File: src/rtl/fetch_unit_if.sv
// Fetch-unit bus bundle: backend control, I$ request/response, and the decode-side queue head.
// The master modport is the fetch unit; the slave modport is its environment.
interface fetch_unit_if #(
    parameter int QUEUE_DEPTH = 4
);
    logic                            fetch_en;
    logic                            redirect_valid;
    logic [63:0]                     redirect_pc;
    logic [63:0]                     ic_req_addr;
    logic [31:0]                     ic_resp_inst;
    logic                            ic_resp_valid;
    logic                            dec_valid;
    logic [31:0]                     dec_inst;
    logic [63:0]                     dec_pc;
    logic                            dec_ready;
    logic [$clog2(QUEUE_DEPTH):0]    q_count;

    modport master (
        input  fetch_en, redirect_valid, redirect_pc, ic_resp_inst, ic_resp_valid, dec_ready,
        output ic_req_addr, dec_valid, dec_inst, dec_pc, q_count
    );

    modport slave (
        output fetch_en, redirect_valid, redirect_pc, ic_resp_inst, ic_resp_valid, dec_ready,
        input  ic_req_addr, dec_valid, dec_inst, dec_pc, q_count
    );
endinterface

File: src/rtl/fetch_unit.sv
// Instruction fetch unit: sequential PC, single-port I$ handshake and a circular instruction queue.
// Redirects flush the queue and reload the PC, taking priority over everything else.
module fetch_unit #(
    parameter int          QUEUE_DEPTH = 4,
    parameter logic [63:0] RESET_PC    = 64'h0
) (
    input  logic          clk,
    input  logic          reset,
    fetch_unit_if.master  bus
);
    localparam int PTR_W = $clog2(QUEUE_DEPTH);
    localparam int CNT_W = PTR_W + 1;
    localparam logic [63:0] RESET_PC_ALIGNED = {RESET_PC[63:2], 2'b00};

    logic [63:0]      pc_q, pc_d;
    logic [PTR_W-1:0] head_q, head_d;
    logic [PTR_W-1:0] tail_q, tail_d;
    logic [CNT_W-1:0] count_q, count_d;

    logic [63:0]      mem_pc_q   [QUEUE_DEPTH];
    logic [31:0]      mem_inst_q [QUEUE_DEPTH];

    logic             full;
    logic             dec_valid;
    logic             pop;
    logic             accept;
    logic             unused_redirect_lsbs;

    assign unused_redirect_lsbs = ^bus.redirect_pc[1:0];

    assign full      = (count_q == CNT_W'(QUEUE_DEPTH));
    assign dec_valid = (count_q != '0);
    assign pop       = dec_valid && bus.dec_ready;
    // A pop in the same cycle frees the slot, so a full queue can still accept.
    assign accept    = bus.fetch_en && bus.ic_resp_valid && (!full || pop) && !bus.redirect_valid;

    always_comb begin
        pc_d    = pc_q;
        head_d  = head_q;
        tail_d  = tail_q;
        count_d = count_q;
        if (bus.redirect_valid) begin
            pc_d    = {bus.redirect_pc[63:2], 2'b00};
            head_d  = tail_q;
            count_d = '0;
        end else begin
            if (accept) begin
                pc_d   = pc_q + 64'd4;
                tail_d = tail_q + PTR_W'(1);
            end
            if (pop) begin
                head_d = head_q + PTR_W'(1);
            end
            count_d = count_q + CNT_W'(accept) - CNT_W'(pop);
        end
    end

    always_ff @(posedge clk or negedge reset) begin
        if (!reset) begin
            pc_q    <= RESET_PC_ALIGNED;
            head_q  <= '0;
            tail_q  <= '0;
            count_q <= '0;
        end else begin
            pc_q    <= pc_d;
            head_q  <= head_d;
            tail_q  <= tail_d;
            count_q <= count_d;
        end
    end

    // Storage needs no reset: entries are only visible once count covers them.
    always_ff @(posedge clk) begin
        if (accept) begin
            mem_pc_q[tail_q]   <= pc_q;
            mem_inst_q[tail_q] <= bus.ic_resp_inst;
        end
    end

    assign bus.ic_req_addr = pc_q;
    assign bus.q_count     = count_q;
    assign bus.dec_valid   = dec_valid;
    assign bus.dec_pc      = dec_valid ? mem_pc_q[head_q]   : 64'h0;
    assign bus.dec_inst    = dec_valid ? mem_inst_q[head_q] : 32'h0;
endmodule
File: src/flat_wrapper.sv
// flat-port wrapper written by rule: the top's interface ports become plain ports
module fetch_unit_flat 
#(
    parameter int          QUEUE_DEPTH = 4,
    parameter logic [63:0] RESET_PC    = 64'h0
)
  (clk, reset, bus_fetch_en, bus_redirect_valid, bus_redirect_pc, bus_ic_resp_inst, bus_ic_resp_valid, bus_dec_ready, bus_ic_req_addr, bus_dec_valid, bus_dec_inst, bus_dec_pc, bus_q_count);
  fetch_unit_if #(.QUEUE_DEPTH(QUEUE_DEPTH)) bus_i ();
  input  logic clk;
  input  logic reset;
  input wire logic [$bits(bus_i.fetch_en)-1:0] bus_fetch_en;
  input wire logic [$bits(bus_i.redirect_valid)-1:0] bus_redirect_valid;
  input wire logic [$bits(bus_i.redirect_pc)-1:0] bus_redirect_pc;
  input wire logic [$bits(bus_i.ic_resp_inst)-1:0] bus_ic_resp_inst;
  input wire logic [$bits(bus_i.ic_resp_valid)-1:0] bus_ic_resp_valid;
  input wire logic [$bits(bus_i.dec_ready)-1:0] bus_dec_ready;
  output wire logic [$bits(bus_i.ic_req_addr)-1:0] bus_ic_req_addr;
  output wire logic [$bits(bus_i.dec_valid)-1:0] bus_dec_valid;
  output wire logic [$bits(bus_i.dec_inst)-1:0] bus_dec_inst;
  output wire logic [$bits(bus_i.dec_pc)-1:0] bus_dec_pc;
  output wire logic [$bits(bus_i.q_count)-1:0] bus_q_count;
  assign bus_i.fetch_en = bus_fetch_en;
  assign bus_i.redirect_valid = bus_redirect_valid;
  assign bus_i.redirect_pc = bus_redirect_pc;
  assign bus_i.ic_resp_inst = bus_ic_resp_inst;
  assign bus_i.ic_resp_valid = bus_ic_resp_valid;
  assign bus_i.dec_ready = bus_dec_ready;
  assign bus_ic_req_addr = bus_i.ic_req_addr;
  assign bus_dec_valid = bus_i.dec_valid;
  assign bus_dec_inst = bus_i.dec_inst;
  assign bus_dec_pc = bus_i.dec_pc;
  assign bus_q_count = bus_i.q_count;
  fetch_unit #(.QUEUE_DEPTH(QUEUE_DEPTH), .RESET_PC(RESET_PC)) u_core (.clk(clk), .reset(reset), .bus(bus_i));
endmodule
File: config.mk
export PLATFORM = sky130hd
export DESIGN_NAME = fetch_unit_flat
export DESIGN_NICKNAME = d
export VERILOG_FILES = /design/src/rtl/fetch_unit_if.sv /design/src/rtl/fetch_unit.sv /design/src/flat_wrapper.sv
export SDC_FILE = /design/constraint.sdc
export NUM_CORES = 1
export LEC_CHECK = 0
export BUFFER_PORTS_ARGS = -buffer_cell sky130_fd_sc_hd__buf_2
export CORE_ASPECT_RATIO = 0.75
export CORE_UTILIZATION = 52
export DETAILED_ROUTE_END_ITERATION = 7
export GPL_ROUTABILITY_DRIVEN = 0
export HOLD_SLACK_MARGIN = 0.03
export PLACE_DENSITY = 0.77
export RECOVER_POWER = 50
export SLEW_MARGIN = 0
export SYNTH_ARGS = -nofsm -noshare
export SYNTH_HDL_FRONTEND = slang
export SYNTH_SLANG_ARGS = --single-unit
File: constraint.sdc
create_clock -name clk -period 3.65 [get_ports clk]
set_clock_uncertainty 0.05 [all_clocks]
set_input_delay 0.73 -clock clk [delete_from_list [all_inputs] [get_ports clk]]
set_output_delay 0.73 -clock clk [all_outputs]
set_load 0.01 [all_outputs]
Word-level counts from Yosys, hierarchy flattened
Memory sizes are Yosys's and may differ from the RTL's.
Cells that the tools add are included.
{ "totals": {"wordCells": 33, "mem_bits_rw": 384, "reg_bits": 71, "inputBits": 102, "out_inout_bits": 164, "memories": 2} }
{ "classes": {"reduce_logical": 11, "n_eq_ne": 1, "addsub": 5, "n_bitwise": 1, "n_mux": 9} }
{ "mem_list": {"columns": ["name", "depth", "word_bits", "rd", "rd_ports_with_merged_regs", "wr", "line", "source"], "rows": [
  ["u_core.mem_pc_q", 4, 64, 1, 0, 1, "fetch_unit.sv:20", "logic [63:0] mem_pc_q [QUEUE_DEPTH];"],
  ["u_core.mem_inst_q", 4, 32, 1, 0, 1, "fetch_unit.sv:21", "logic [31:0] mem_inst_q [QUEUE_DEPTH];"]
]} }
{ "op_table": {"columns": ["op", "count"], "rows": [
  ["$mux W64", 3],
  ["$add A64 B3 Y64 const B", 1],
  ["$mux W32", 1],
  ["$add A2 B1 Y2 const B", 2],
  ["$logic_and A1 B1 Y1", 4],
  ["$mux W2", 2],
  ["$reduce_bool A2 Y1", 2],
  ["$add A3 B1 Y3", 1],
  ["$eq A3 B3 Y1 const B", 1],
  ["$mux W3", 1],
  ["$reduce_bool A3 Y1", 1],
  ["$sub A3 B1 Y3", 1],
  ["$logic_not A1 Y1", 2],
  ["$mux W1", 2],
  ["$reduce_and A2 Y1", 1],
  ["$logic_or A1 B1 Y1", 1],
  ["$not A1 Y1", 1]
]} }

Logic depth before layout (Yosys ltp)
Gate-level depths: netlist of run 1.
{ "depth": {"ltp_word": 8, "mapped_depth": 9} }

Worst setup path before layout of run 1
Ideal clock, no wire load.
{ "synth_timing": {"kind": "input to register", "start": "in bus_redirect_valid", "end": "mem u_core.mem_inst_q[0][0] (enable)", "cell_stages": 3, "setup_ns": 0.463, "arrival_ns": 3.663, "required_time_ns": 3.137, "setup_slack_ns": -0.526, "cell_sequence": "clkbuf_1 -> nor3_1 -> and2_1"} }
{ "synth_between": {"elab_chain_cells": 4} }
{ "synth_lines": {"columns": ["element", "line", "source"], "rows": [
  ["from (decl)", "flat_wrapper.sv:12", "input wire logic [$bits(bus_i.redirect_valid)-1:0] bus_redirect_valid;"],
  ["$logic_not A1 Y1", "fetch_unit.sv:35", "assign accept = bus.fetch_en && bus.ic_resp_valid && (!full || pop) && !bus.redirect_valid;"],
  ["$logic_and A1 B1 Y1", "fetch_unit.sv:35", null],
  ["$mux W1", "fetch_unit.sv:74", "if (accept) begin"],
  ["$mux W1 (not written as such)", "fetch_unit.sv:76", "mem_inst_q[tail_q] <= bus.ic_resp_inst;"],
  ["to (decl)", "fetch_unit.sv:21", null]
]} }
No other way between the ends.

Final worst setup path of run 1
{ "layout_timing": {"start": "reg u_core.head_q[0]", "end": "out bus_dec_pc[14]"} }
{ "layout_between": {"elab_chain_cells": 2} }
{ "layout_lines": {"columns": ["element", "line", "source"], "rows": [
  ["from (decl)", "fetch_unit.sv:16", "logic [PTR_W-1:0] head_q, head_d;"],
  ["from (signal assigned)", "fetch_unit.sv:61", "head_q <= '0;"],
  ["from (signal assigned)", "fetch_unit.sv:66", "head_q <= head_d;"],
  ["$mem_v2 Z4 W64", null, null],
  ["$mux W64", "fetch_unit.sv:83", "assign bus.dec_pc = dec_valid ? mem_pc_q[head_q] : 64'h0;"],
  ["to (decl)", "flat_wrapper.sv:20", "output wire logic [$bits(bus_i.dec_pc)-1:0] bus_dec_pc;"]
]} }
No other way between the ends.

==> results of run 1 <==
routing by layer:
| metal | global-route usage, % | routed length (um) |
|---|---|---|
| met5 | 0 | 25 |
| met4 | 6.01 | 833 |
| met3 | 4.50 | 2870 |
| met2 | 37.9 | 20300 |
| met1 | 33.8 | 18100 |
Yosys cell counts, types with 19 or more instances:
master | instances | area, um2
xor2_1 | 19 | 166
nand4_1 | 29 | 181
a31oi_1 | 19 | 119
and2_1 | 101 | 632
mux4_2 | 94 | 2120
clkbuf_1 | 39 | 146
edfxtp_1 | 376 | 11300
nand2_1 | 65 | 244
o21ai_0 | 50 | 250
dfrtp_1 | 69 | 1730
nor2_1 | 29 | 109
layout make-up:
class	count	area [um2]
diodes	4	10.0
clock buffers	60	1210
clock inverters	20	223
fillers	2550	13000
inverters	15	56.3
multi-input cells	558	4960
flip-flops and latches	445	13000
well taps	457	572
repair buffers	288	1520
critical path, stage by stage, from the launching register on:
cell	delay, ns
dfrtp_4	0.67
buf_4	0.37
mux4_2	0.56
and2_1	0.18
buf_2	0.14
stage by stage:
stage / hold slack, ns / cell area, um2
final: 0.334 / 21600
after global routing: 0.342 / 21600
after CTS: 0.312 / 21700
after detailed placement: 0.499 / 20300
after global placement: 0.482 / 20300
after floorplan: 0.384 / 18300
where the power goes:
part           internal, mW  switching (mW)
logic                  1.96            2.08
registers              5.90           0.381
clock network          2.62            1.86
worst min path at each step:
stage | startpoint | slack [ns] | cells after the start | end
3_3_place_gp | u_core.tail_q[1]$_DFFE_PN0P_ | 0.48 | 2 | u_core.head_q[1]$_DFFE_PN0P_
3_5_place_dp | u_core.tail_q[1]$_DFFE_PN0P_ | 0.50 | 2 | u_core.head_q[1]$_DFFE_PN0P_
2_1_floorplan | reset | 0.38 | 0 | u_core.bus.ic_req_addr[10]$_DFFE_PN0N_
5_1_grt | bus_redirect_pc[16] | 0.34 | 3 | u_core.bus.ic_req_addr[16]$_DFFE_PN0N_
4_1_cts | bus_ic_resp_inst[25] | 0.31 | 1 | u_core.mem_inst_q[3][25]$_DFFE_PP_
6_report | bus_redirect_pc[19] | 0.33 | 3 | u_core.bus.ic_req_addr[19]$_DFFE_PN0N_
cell families after synthesis:
group | after synthesis | synth area share, %
buffers and inverters | 74 | 1.71
multiplexers | 97 | 11.8
XOR/XNOR | 37 | 1.77
AND/OR/NAND/NOR | 326 | 10.1
AO/OA/AOI/OAI | 86 | 2.80
other | 1 | 0.0205
flip-flops | 445 | 71.3
adder cells (fa/ha/maj) | 8 | 0.589
flip-flops by register name, indices dropped and copies added (netlist names):
name,flops
u_core.head_q,2
u_core.tail_q,2
u_core.mem_pc_q,248
u_core.mem_inst_q,128
u_core.bus.q_count,3
u_core.bus.ic_req_addr,62
==> metrics.md, run 1 <==
| Metric | Value |
|---|---|
| RSZ-0062 raised after global routing | `false` |
| Worst-Skew Late Latency | `0.55 ns` |
| Pwr Density | `686 nW/um2` |
| Critical Path End | `bus_dec_pc[14]` |
| Final setup TNS | `0 ns` |
| Final Hold Viols | `0` |
| Post-Route Utilization | `62.3%` |
| Syn Inst Count | `1,074` |
| DRC | `0` |
| DRT iter0 DRCs | `688` |
| Final Total Pwr | `14.8 mW` |
| Post-cts sizing count | `0` |
| Setup crit start kind | `register` |
| H-tree Lvls | `2` |
| Clock Pin Slew Worst Setup and Hold Paths | `0.07 ns` |
| Synth Flop Type | `edfxtp_1` |
| First-pass GRT wire length | `63.3 mm` |
| Io pins | `266` |
| Mapped Avg Cell Area | `17.0 um2` |
| Worst Path Required | `2.87 ns` |
| LEAKAGE | `7.50 nW` |
| Cts hold-fix bufs | `0` |
| Initial core utilization | `52.8%` |
| Core area | `34,600 um2` |
| Nets | `1,461` |
| CTS tree | `yes` |
| Most common cell after layout, fill and taps aside | `edfxtp_1` |
| Max Cap Viol | `1` |
| Placed cells | `1,763` |
| CP Capture Type | `output pin` |
| Reg-to-reg endpoint | `u_core.bus.ic_req_addr[53]$_DFFE_PN0N_` |
| DRT antenna net count | `0` |
| FF-to-FF setup slack | `0.64 ns` |
| Buffers on Ports | `259` |
| Failing checks | `max-capacitance violations, max-slew violations` |
| Worst slack, placed | `0.623 ns` |
| Chip height | `164 um` |
| GR Overflow Total | `0` |
| Fmax | `306 MHz` |
| Initial antenna violation count | `6` |
| Worst min-delay path class | `input pin to register` |
| Distinct cell type count of the synthesized netlist | `46` |
| Slew @ Worst Pin | `1.96 ns` |
| Largest net degree at the start of global routing | `99` |
| Slew margin rel. | `-30.9%` |
| Synth async-reset ratio | `15.5%` |
| Kind of critical path | `register to output pin` |
| Area delta synth->final | `18.1%` |
| Clk sink count | `445` |
| R2R depth | `5` |
| DR vias/cell | `5.86` |
| Die footprint | `35,900 um2` |
| Final-report max-slew violation count | `70` |
| R2R Path Start | `u_core.bus.ic_req_addr[12]$_DFFE_PN0N_` |
| Synthesis-stage register bit count | `445` |
| Yosys warning count | `0` |
| Final number of setup-violating endpoints | `0` |
| Finished Layout Cells | `1,847` |
| Wire per inst | `22.8 um` |
| Rows | `59` |
| Crit path launch | `u_core.head_q[0]$_DFFE_PN0P_` |
| Share of layout cells above drive strength 1 | `26.8%` |
| Die W | `218 um` |
| GRT Total Usage | `23.7%` |
| Maximum vdd drop | `0.416 mV` |
| Number of synthesized flops with an enable pin | `376` |
| Hpwl dp | `26.2 mm` |
| Final period utilization | `89.4%` |
| Register area share after synthesis | `71.3%` |
| PnR worst setup slack | `0.385 ns` |
| Area of the mapped netlist | `18,300 um2` |
| Crit path arrival time | `2.48 ns` |
| Clock root cell | `clkbuf_16` |
| CTS Buf Count | `43` |
| Max Root-Sink Buffers | `3` |
| Drt pass-1 iters | `5` |
| Via count | `10,800` |
| Most frequent cells in the layout | `376 x edfxtp_1, 169 x buf_2, 105 x clkbuf_1` |
| CP Max Fanout | `15` |
| Post-CTS setup buffers | `0` |
| Minimum clock period after layout | `3.26 ns` |
| Vias in the first global route | `10,700` |
| Status | `finished, violations left` |
| Routed WL | `42.1 mm` |
No activity file was read; power rests on OpenSTA's default activity.
==> run 2, diff against run 1 <==
--- a/config.mk
+++ b/config.mk
@@ -11,7 +11,7 @@
 export DETAILED_ROUTE_END_ITERATION = 7
 export GPL_ROUTABILITY_DRIVEN = 0
 export HOLD_SLACK_MARGIN = 0.03
-export PLACE_DENSITY = 0.77
+export PLACE_DENSITY_LB_ADDON = 0.12
 export RECOVER_POWER = 50
 export SLEW_MARGIN = 0
 export SYNTH_ARGS = -nofsm -noshare
==> metrics.md, run 2 (synthesized netlist as in run 1, its figures left out) <==
| Metric | Value |
|---|---|
| Failing checks | `max-capacitance violations, max-slew violations (unchanged)` |
| Max Root-Sink Buffers | `3 (unchanged)` |
| Highest metal used | `met4 (was met5)` |
| Met2 WL | `19.6 mm (was 20.3 mm)` |
| Clock Pin Slew Worst Setup and Hold Paths | `0.06 ns (was 0.07 ns)` |
| DR vias/cell | `5.79 (was 5.86)` |
| Routed WL | `41.8 mm (was 42.1 mm)` |
| Met3 wire length | `2.49 mm (was 2.87 mm)` |
| Post-Route Utilization | `62.6% (was 62.3%)` |
| Worst-Skew Late Latency | `0.55 ns (about the same)` |
| Wire per inst | `22.7 um (was 22.8 um)` |
| Post-CTS setup buffers | `0 (unchanged)` |
| Kind of critical path | `register to output pin (unchanged)` |
| Final period utilization | `88.6% (was 89.4%)` |
| Max Cap Viol | `1 (unchanged)` |
| Clk sink count | `445 (unchanged)` |
| Drt pass-1 iters | `5 (unchanged)` |
| Cts hold-fix bufs | `0 (unchanged)` |
| GRT Total Usage | `23.6% (was 23.7%)` |
| Vias in the first global route | `10,500 (was 10,700)` |
| CP Capture Type | `output pin (unchanged)` |
| Most frequent cells in the layout | `376 x edfxtp_1, 160 x buf_2, 105 x clkbuf_1 (was 376 x edfxtp_1, 169 x buf_2, 105 x clkbuf_1)` |
| Sequential Area | `13,000 um2 (unchanged)` |
| CTS Buf Count | `44 (was 43)` |
| Hpwl dp | `25.8 mm (was 26.2 mm)` |
| Die footprint | `35,900 um2 (unchanged)` |
| Nets | `1,458 (was 1,461)` |
| Largest Register | `u_core.mem_pc_q (unchanged)` |
| Io pins | `266 (unchanged)` |
| Area delta synth->final | `18.6% (was 18.1%)` |
| Worst slack, placed | `0.543 ns (was 0.623 ns)` |
| Pwr Density | `690 nW/um2 (was 686 nW/um2)` |
| Final-report max-slew violation count | `70 (unchanged)` |
| Die W | `218 um (unchanged)` |
| Initial antenna violation count | `2 (was 6)` |
| H-tree Lvls | `2 (unchanged)` |
| PnR worst setup slack | `0.415 ns (was 0.385 ns)` |
| Most common cell after layout, fill and taps aside | `edfxtp_1 (unchanged)` |
| Worst Path Required | `2.87 ns (about the same)` |
| DP Area | `20,300 um2 (about the same)` |
| Largest net degree at the start of global routing | `99 (unchanged)` |
| Core area | `34,600 um2 (unchanged)` |
| First-pass GRT wire length | `63.0 mm (was 63.3 mm)` |
| Slew @ Worst Pin | `1.96 ns (about the same)` |
| Largest register FFs | `248 (unchanged)` |
| DRT iter0 DRCs | `958 (was 688)` |
| Worst min-delay path class | `input pin to register (unchanged)` |
| Final Total Pwr | `14.9 mW (was 14.8 mW)` |
| Status | `finished, violations left (unchanged)` |
| Post-cts sizing count | `0 (unchanged)` |
| DRT antenna net count | `0 (unchanged)` |
| Final Hold Viols | `0 (unchanged)` |
| Maximum vdd drop | `0.512 mV (was 0.416 mV)` |
| Slew margin rel. | `-30.5% (was -30.9%)` |
| RSZ-0062 raised after global routing | `false (unchanged)` |
| Rows | `59 (unchanged)` |
| Fmax | `309 MHz (was 306 MHz)` |
| Via count | `10,700 (was 10,800)` |
| CP Max Fanout | `32 (was 15)` |
| Crit path arrival time | `2.45 ns (was 2.48 ns)` |
| Buffers on Ports | `259 (unchanged)` |
| Design area | `21,700 um2 (was 21,600 um2)` |
| Final number of setup-violating endpoints | `0 (unchanged)` |
| Chip height | `164 um (unchanged)` |
| Initial core utilization | `52.8% (unchanged)` |
| LEAKAGE | `7.52 nW (was 7.50 nW)` |
| Final setup TNS | `0 ns (unchanged)` |
| Minimum clock period after layout | `3.23 ns (was 3.26 ns)` |
| Multi-input gate area | `4970 um2 (was 4960 um2)` |
| GR Overflow Total | `0 (unchanged)` |
| Clock root cell | `clkbuf_16 (unchanged)` |
| Setup crit start kind | `register (unchanged)` |
| Share of layout cells above drive strength 1 | `26.5% (was 26.8%)` |
| Fillers | `2,579 (was 2,550)` |
| M1 wire length | `19.0 mm (was 18.1 mm)` |
| CTS tree | `yes (unchanged)` |
| DRC | `0 (unchanged)` |
run 2: cell types whose count changed in the layout (fill, tap and decap cells not counted), sizes merged:
cell    change
diode       -2
clkbuf      +5
buf         -8
clkinv      +1
run 2: power breakdown:
group	total, mW	leakage [nW]	switching [mW]	internal, mW
logic	4.02	2.57	2.09	1.93
clock network	4.66	0.738	1.91	2.76
registers	6.26	4.21	0.370	5.89
total	14.9	7.52	4.37	10.6
run 2: worst paths after layout:
path	start	end	slack (ns)	cells past startpoint
max	u_core.head_q[0]$_DFFE_PN0P_	bus_dec_pc[54]	0.42	4
min	bus_redirect_pc[13]	u_core.bus.ic_req_addr[13]$_DFFE_PN0N_	0.33	3
max reg2reg	u_core.bus.ic_req_addr[2]$_DFFE_PN0N_	u_core.bus.ic_req_addr[56]$_DFFE_PN0N_	0.56	6
min reg2reg	u_core.tail_q[1]$_DFFE_PN0P_	u_core.head_q[1]$_DFFE_PN0P_	0.53	2
max in group asynchronous	reset	u_core.head_q[0]$_DFFE_PN0P_	1.48	1
min in group asynchronous	reset	u_core.bus.ic_req_addr[42]$_DFFE_PN0N_	0.68	1
run 2: metrics by stage:
step                instances  hold WS (ns)
floorplan                1077         0.384
CTS                      1841         0.315
global placement         1759         0.490
finish                   1843         0.331
detailed placement       1759         0.505
global route             1843         0.328
run 2: layout make-up:
type                    count  area share [%]
multi-input cells         558            22.9
repair buffers            284            7.08
diodes                      2          0.0231
clock inverters            21            1.01
well taps                 457            2.64
inverters                  15           0.260
clock buffers              61            5.94
flip-flops and latches    445            60.1
run 2: metal layers:
layer  vias up  GRT usage, %
li1       4747             -
met1      5515          35.7
met2       348          35.6
met3        54          4.11
met4         0          6.33
met5         -             0
run 2: critical path: stages, from the launching register on:
cell,delay [ns]
dfrtp_4,0.42
buf_4,0.52
mux4_2,0.61
and2_1,0.18
buf_2,0.14
